$ cat config.mk
export PLATFORM = sky130hd
export DESIGN_NAME = xge_pkt_rx_reader
export DESIGN_NICKNAME = d
export VERILOG_FILES = /design/src/rtl/xge_mac_pkg.sv /design/src/rtl/xge_rx_fifo.sv /design/src/rtl/xge_pkt_rx_reader.sv
export SDC_FILE = /design/constraint.sdc
export NUM_CORES = 1
export LEC_CHECK = 0
export ABC_AREA = 1
export CAP_MARGIN = 40
export CORE_ASPECT_RATIO = 0.7
export CORE_MARGIN = 2
export CORE_UTILIZATION = 60
export CTS_BUF_LIST = sky130_fd_sc_hd__clkbuf_4
export DETAILED_ROUTE_END_ITERATION = 7
export DONT_BUFFER_PORTS = 1
export HOLD_SLACK_MARGIN = 0.15
export MAX_ROUTING_LAYER = met4
export PLACE_DENSITY_LB_ADDON = 0.1
export RECOVER_POWER = 100
export SLEW_MARGIN = 15
export SYNTH_ARGS = -nofsm -noshare
export SYNTH_HDL_FRONTEND = slang
export SYNTH_HIERARCHICAL = 1
export SYNTH_SLANG_ARGS = --single-unit
$ cat constraint.sdc
create_clock -name clk_156m25 -period 3.7 [get_ports clk_156m25]
set_input_delay 0.555 -clock clk_156m25 [delete_from_list [all_inputs] [get_ports clk_156m25]]
set_output_delay 0.555 -clock clk_156m25 [all_outputs]
set_load 0.05 [all_outputs]
$ cat src/rtl/xge_mac_pkg.sv
// Shared types and helpers for the 10GbE MAC packet receive path.
package xge_mac_pkg;

  localparam int unsigned XGE_WORD_BYTES = 8;
  localparam int unsigned XGE_LEN_W      = 16;

  typedef struct packed {
    logic [63:0] data;
    logic        sop;
    logic        eop;
    logic [2:0]  mod;
    logic        err;
  } xge_word_t;

  // Valid byte count of an eop word; mod of 0 means a full word.
  function automatic logic [3:0] mod_to_bytes(input logic [2:0] mod);
    return (mod == 3'd0) ? 4'(XGE_WORD_BYTES) : {1'b0, mod};
  endfunction

endpackage

$ cat src/rtl/xge_rx_fifo.sv
// First-word fall-through FIFO of xge_word_t with an occupancy count.
module xge_rx_fifo
  import xge_mac_pkg::*;
#(
  parameter int unsigned FIFO_DEPTH = 4,
  localparam int unsigned AW = $clog2(FIFO_DEPTH)
) (
  input  logic      clk_i,
  input  logic      rst_ni,
  input  logic      push_i,
  input  xge_word_t wdata_i,
  input  logic      pop_i,
  output xge_word_t rdata_o,
  output logic      empty_o,
  output logic [AW:0] count_o
);

  xge_word_t     mem_q [FIFO_DEPTH];
  logic [AW-1:0] wr_ptr_q, rd_ptr_q;
  logic [AW:0]   count_q;

  always_ff @(posedge clk_i or negedge rst_ni) begin
    if (!rst_ni) begin
      for (int unsigned i = 0; i < FIFO_DEPTH; i++) mem_q[i] <= '0;
      wr_ptr_q <= '0;
      rd_ptr_q <= '0;
      count_q  <= '0;
    end else begin
      if (push_i) begin
        mem_q[wr_ptr_q] <= wdata_i;
        wr_ptr_q        <= wr_ptr_q + 1'b1;
      end
      if (pop_i) rd_ptr_q <= rd_ptr_q + 1'b1;
      case ({push_i, pop_i})
        2'b10:   count_q <= count_q + 1'b1;
        2'b01:   count_q <= count_q - 1'b1;
        default: count_q <= count_q;
      endcase
    end
  end

  assign rdata_o = mem_q[rd_ptr_q];
  assign empty_o = (count_q == '0);
  assign count_o = count_q;

endmodule

$ cat src/rtl/xge_pkt_rx_reader.sv
// Drains frames from the MAC pkt_rx port into a valid/ready stream with length checks.
// Define XGE_RX_STATS_EN to build the frame ok/error counters; otherwise they read 0.
module xge_pkt_rx_reader
  import xge_mac_pkg::*;
#(
  parameter int unsigned FIFO_DEPTH      = 4,
  parameter int unsigned MAX_FRAME_BYTES = 1518
) (
  input  logic        clk_156m25,
  input  logic        reset_156m25_n,
  input  logic        pkt_rx_avail,
  input  logic        pkt_rx_val,
  input  logic [63:0] pkt_rx_data,
  input  logic        pkt_rx_sop,
  input  logic        pkt_rx_eop,
  input  logic [2:0]  pkt_rx_mod,
  input  logic        pkt_rx_err,
  output logic        pkt_rx_ren,
  output logic [63:0] out_data,
  output logic        out_sop,
  output logic        out_eop,
  output logic        out_err,
  output logic [2:0]  out_mod,
  output logic        out_val,
  input  logic        out_rdy,
  output logic [15:0] rx_len,
  output logic        rx_len_vld,
  output logic [31:0] stat_frames_ok,
  output logic [31:0] stat_frames_err
);

  localparam int unsigned AW = $clog2(FIFO_DEPTH);
  localparam int unsigned CW = AW + 2;
  localparam logic [CW-1:0] DepthL = CW'(FIFO_DEPTH);
  localparam logic [12:0] WcntMax = 13'd8191;

  localparam logic [0:0] StIdle = 1'b0;
  localparam logic [0:0] StRead = 1'b1;

  logic [0:0]  state_q, state_d;
  logic        inflight_q;
  logic        in_frame_q, in_frame_d;
  logic [12:0] wcnt_q, wcnt_d;
  logic [15:0] rx_len_q, rx_len_d;
  logic        rx_len_vld_q;

  logic        sop_new, cont, orphan, collision;
  logic [12:0] words;
  logic [3:0]  mod_bytes;
  logic [19:0] len_raw;
  logic [15:0] frame_len;
  logic        eop_word, frame_err, frame_done, push, pop, empty;
  xge_word_t   push_word, head_word;
  logic [AW:0] fifo_count;
  logic [CW-1:0] occ;

  // Inflight reads count against free space so the FIFO can never overflow.
  assign occ        = CW'(fifo_count) + CW'(inflight_q);
  assign pkt_rx_ren = (state_q == StRead) && (occ < DepthL) && !(pkt_rx_val && pkt_rx_eop);

  assign sop_new   = pkt_rx_val &&  pkt_rx_sop && !in_frame_q;
  assign cont      = pkt_rx_val && !pkt_rx_sop &&  in_frame_q;
  assign orphan    = pkt_rx_val && !pkt_rx_sop && !in_frame_q;
  assign collision = pkt_rx_val &&  pkt_rx_sop &&  in_frame_q;

  always_comb begin
    state_d = state_q;
    case (state_q)
      StIdle:  if (pkt_rx_avail) state_d = StRead;
      StRead:  if (pkt_rx_val && pkt_rx_eop) state_d = StIdle;
      default: state_d = StIdle;
    endcase
  end

  always_comb begin
    words     = sop_new ? 13'd1 : (wcnt_q == WcntMax) ? WcntMax : wcnt_q + 13'd1;
    mod_bytes = collision ? 4'(XGE_WORD_BYTES) : mod_to_bytes(pkt_rx_mod);
    len_raw   = {4'b0, words - 13'd1, 3'b000} + {16'b0, mod_bytes};
    frame_len = (len_raw > 20'hFFFF) ? 16'hFFFF : len_raw[15:0];
    eop_word  = collision || pkt_rx_eop;
    frame_err = collision || pkt_rx_err || (32'(frame_len) > MAX_FRAME_BYTES);
    push      = sop_new || cont || collision;
    frame_done = push && eop_word;

    // A colliding sop closes the open frame as a full-word errored eop.
    push_word.data = pkt_rx_data;
    push_word.sop  = sop_new;
    push_word.eop  = eop_word;
    push_word.mod  = collision ? 3'd0 : pkt_rx_mod;
    push_word.err  = eop_word && frame_err;

    in_frame_d = in_frame_q;
    wcnt_d     = wcnt_q;
    if (sop_new || cont) begin
      in_frame_d = !pkt_rx_eop;
      wcnt_d     = words;
    end else if (collision || orphan) begin
      in_frame_d = 1'b0;
      wcnt_d     = '0;
    end

    rx_len_d = frame_done ? frame_len : rx_len_q;
  end

  always_ff @(posedge clk_156m25 or negedge reset_156m25_n) begin
    if (!reset_156m25_n) begin
      state_q      <= StIdle;
      inflight_q   <= 1'b0;
      in_frame_q   <= 1'b0;
      wcnt_q       <= '0;
      rx_len_q     <= '0;
      rx_len_vld_q <= 1'b0;
    end else begin
      state_q      <= state_d;
      inflight_q   <= pkt_rx_ren;
      in_frame_q   <= in_frame_d;
      wcnt_q       <= wcnt_d;
      rx_len_q     <= rx_len_d;
      rx_len_vld_q <= frame_done;
    end
  end

  assign pop = out_val && out_rdy;

  xge_rx_fifo #(
    .FIFO_DEPTH(FIFO_DEPTH)
  ) u_fifo (
    .clk_i  (clk_156m25),
    .rst_ni (reset_156m25_n),
    .push_i (push),
    .wdata_i(push_word),
    .pop_i  (pop),
    .rdata_o(head_word),
    .empty_o(empty),
    .count_o(fifo_count)
  );

  assign out_val    = !empty;
  assign out_data   = head_word.data;
  assign out_sop    = head_word.sop;
  assign out_eop    = head_word.eop;
  assign out_mod    = head_word.mod;
  assign out_err    = head_word.err;
  assign rx_len     = rx_len_q;
  assign rx_len_vld = rx_len_vld_q;

`ifdef XGE_RX_STATS_EN
  logic [31:0] ok_q, err_q;

  // Orphan drops and completed frames never coincide, so one increment per cycle suffices.
  always_ff @(posedge clk_156m25 or negedge reset_156m25_n) begin
    if (!reset_156m25_n) begin
      ok_q  <= '0;
      err_q <= '0;
    end else begin
      ok_q  <= ok_q + 32'(frame_done && !frame_err);
      err_q <= err_q + 32'((frame_done && frame_err) || orphan);
    end
  end

  assign stat_frames_ok  = ok_q;
  assign stat_frames_err = err_q;
`else
  assign stat_frames_ok  = '0;
  assign stat_frames_err = '0;
`endif

endmodule

==> impl_metrics.csv <==
group,metric,value,unit
clock_network,clk_pin_slew_worst_paths,70,ps
sta,max_clock_freq,291.5,MHz
setup_path,critPathSlowestCell,"dfrtp_1",
die,ioPinCount,228,
die,placementRows,51,
die,die_w,203.6,µm
detailed_routing,vias,13010,
yosys,ys_types,40,
placed_design,dp_hpwl,23020,µm
die,initial_core_util,0.6055,
final_layout,areaGrowthSynthToFinish,6.611,%
clock_network,cts.sinks,320,
die,core_area,27630,µm²
final_layout,final_cell_mix,"nand2_1 (608), dfrtp_1 (318), o21ai_0 (283)",
sta,period_share,0.9270,
setup_path,cpPeakStageDelay,440,ps
sta,period_minus_slack,3430,ps
setup_path,r2r-start,"wcnt_q[0]$_DFFE_PN0P_",
setup_path,crit_arrival,3960,ps
global_route,antenna_found_initial,2,
setup_path,critical_path_depth,24,
final_layout,final.fill_count,2561,
setup_path,timing.rr.end,"u_fifo/mem_q[140]$_DFFE_PN0P_",
setup_path,rr_worst_depth,24,
sta,holdWs,-425.7,ps
power,leakage,9.190,nW
sta,setup_tns,0,ps
setup_path,end_kind,"flop",
setup_path,timing.critical_path.from,"wcnt_q[0]$_DFFE_PN0P_",
setup_path,critPathLaunchType,"flop",
detailed_routing,remaining_drc_errors,0,
detailed_routing,wl_per_cell,15.13,µm
final_layout,layout-drive-gt1-share,0.1055,
final_layout,final_cells,2497,
setup_path,endpoint,"u_fifo/mem_q[140]$_DFFE_PN0P_",
placed_design,port-buffer-count,0,
global_route,grt_pass1_wl,60710,µm
global_route,grt_max_degree,321,
clock_network,clk_latency,710,ps
detailed_routing,viasPerCell,5.211,
setup_path,path_cells,"ha_4 > nand2_1 > nor2_2 > nand2_1 > nor2_4 > nor3_4 > ha_2 > inv_1 > ha_1 > nand2_1 > nor2_2 > nand2_2 > nor3_4 > nand2_1 > nand2_1 > nand2_1 > nor2_2 > nand2_1 > nor2_2 > nand3_1 > nand2_2 > a21oi_2 > inv_1 > o21ai_0",
yosys,syn_inst,2010,
detailed_routing,drtAntennaViolNets,0,
detailed_routing,drt_iter0_markers,1127,
die,die_h,143.7,µm
job,maxCapViolations,1,
final_layout,finish.utilization,0.6456,
setup_path,path_delay_family,"simple AND/OR/NAND/NOR gates",
sta,worstMarginPinSlew,1633,ps
clock_network,cts_root_buf,"clkbuf_4",
yosys,yosysSeqAreaShare,0.4786,
sta,finalHoldViolCount,320,
placed_design,dp_cells,2289,
global_route,grt_pass1_vias,11730,
min_path,worstHoldPathType,"in -> async",
outcome,violations,"hold timing, capacitance limit, slew limit",
setup_path,path_buf_inv,2,
clock_network,cts_tree,"yes",
yosys,synth_area,16730,µm²
clock_network,h-tree-depth,3,
yosys,ys_warn_count,6,
die,die-area,29260,µm²
clock_network,cts_made_buffers,80,
sta,drv_slew,91,
global_route,grt_use_total,0.2662,
setup_path,path_common_cell,"nand2_1",
setup_path,worst-r2r-setup-slack,270,ps
yosys,syn_avg_cell_area,8.324,µm²
final_layout,final_nets,2163,
final_layout,final_common_cell,"nand2_1",
clock_network,hold_buffers,70,
setup_path,path_class,"reg -> reg",
power,total_power,0.01667,W
sta,relSlewSlack,-0.08860,
detailed_routing,firstDrtPassIters,5,
sta,setup_violations,0,
detailed_routing,wl,37770,µm
power,power_density,934.5,nW/µm²
placed_design,gp_congestion,0.9017,
setup_path,cp_max_fo,5,
global_route,overflow,0,
clock_network,cts.path.max_buffers,3,
power,max-vdd-ir-drop,0.6115,mV
outcome,outcome,"complete, but fails checks",
yosys,synth_seq_cells,320,
setup_path,required,4230,ps
sta,fin_worst_skew,33.18,ps
## registers in the layout, summed over array words and instances, names as in the netlist, 2 cells and up
signal           count
u_fifo/count_o       3
wcnt_q              13
rx_len              16
u_fifo/mem_q       280
u_fifo/rd_ptr_q      2
u_fifo/wr_ptr_q      2
## layer usage
metal | global-route usage | vias to the layer above | share of wire
met5 | - | - | 0
met4 | 0.08106 | 0 | 0.019
met3 | 0.05964 | 54 | 0.059
met2 | 0.3742 | 374 | 0.44
met1 | 0.3847 | 6107 | 0.49
li1 | - | 6476 | -
## cells in the mapped netlist, drive strengths merged
| cell | count | area share |
|---|---|---|
| nand2 | 634 | 0.15 |
| dfrtp | 320 | 0.48 |
| o21ai | 298 | 0.11 |
| inv | 271 | 0.061 |
| buf | 150 | 0.071 |
| o211ai | 140 | 0.063 |
| nor2 | 61 | 0.017 |
| nand3 | 41 | 0.015 |
| clkbuf | 25 | 0.0056 |
| o22ai | 11 | 0.0041 |
| a21oi | 10 | 0.0032 |
| ha | 9 | 0.0067 |
| nand4 | 8 | 0.0030 |
| nor3 | 7 | 0.0031 |
| xor2 | 7 | 0.0037 |
| a31oi | 5 | 0.0022 |
| xnor2 | 4 | 0.0021 |
| or2 | 2 | 0.00075 |
| a311oi | 1 | 0.00052 |
| and2 | 1 | 0.00052 |
| clkinv | 1 | 0.00022 |
| conb | 1 | 0.00022 |
| fa | 1 | 0.0012 |
| o21bai | 1 | 0.00067 |
| o31ai | 1 | 0.00045 |
## power breakdown
group	internal [W]	switching [W]	leakage [nW]
registers	0.00500	0.00110	4.02
logic	0.00180	0.00592	4.60
clock network	0.00148	0.00137	0.572
total	0.00828	0.00839	9.19
## through the flow
step	worst slack [ps]	cell area, µm²
after floorplan	648.0	16970
after global placement	201.0	16400
after detailed placement	-10.21	16430
after CTS	44.69	18070
after global routing	-53.18	17830
final	270.0	17840
## repair_timing
action / CTS / global route
setup buffers: 0 / 8
resized for setup: 0 / 14
setup endpoints to repair: 4 / 4
pin swaps: 1 / 3
endpoints found under the hold margin: 595 / 320
## layout make-up
type	count	area (µm²)	area share
clock inverter	12	75.07	0.004209
tap	371	464.2	0.02602
multi-input combinational	1306	6416	0.3597
antenna	3	7.507	0.0004209
clock buffer	115	863.3	0.04840
sequential	320	8013	0.4492
timing repair buffer	98	977.2	0.05478
inverter	272	1021	0.05724
## cell families (layout without fill, tap and decap cells)
logic type                 Yosys count  after routing  synth area share
and+or+nand+nor                    754            754            0.1876
AOI/OAI and AO/OA                  467            467            0.1818
buffers and inverters              447            497            0.1380
DFF                                320            320            0.4786
xor gates and xnor gates            11             11          0.005758
adders and majority gates           10             10          0.007927
other                                1             67         0.0002241
## worst min-delay path by stage
stage              startpoint                             to  slack (ps)  cells after the start
2_1_floorplan  reset_156m25_n         in_frame_q$_DFFE_PN0P_         260                      0
3_3_place_gp   reset_156m25_n  u_fifo/mem_q[271]$_DFFE_PN0P_         270                      0
3_5_place_dp   reset_156m25_n  u_fifo/mem_q[201]$_DFFE_PN0P_         270                      0
4_1_cts        reset_156m25_n         rx_len[10]$_DFFE_PN0P_        -530                      0
5_1_grt        reset_156m25_n   u_fifo/mem_q[45]$_DFFE_PN0P_        -510                      0
6_report       reset_156m25_n  u_fifo/mem_q[131]$_DFFE_PN0P_        -430                      0
Note: power is estimated with default switching activity, not from simulation.
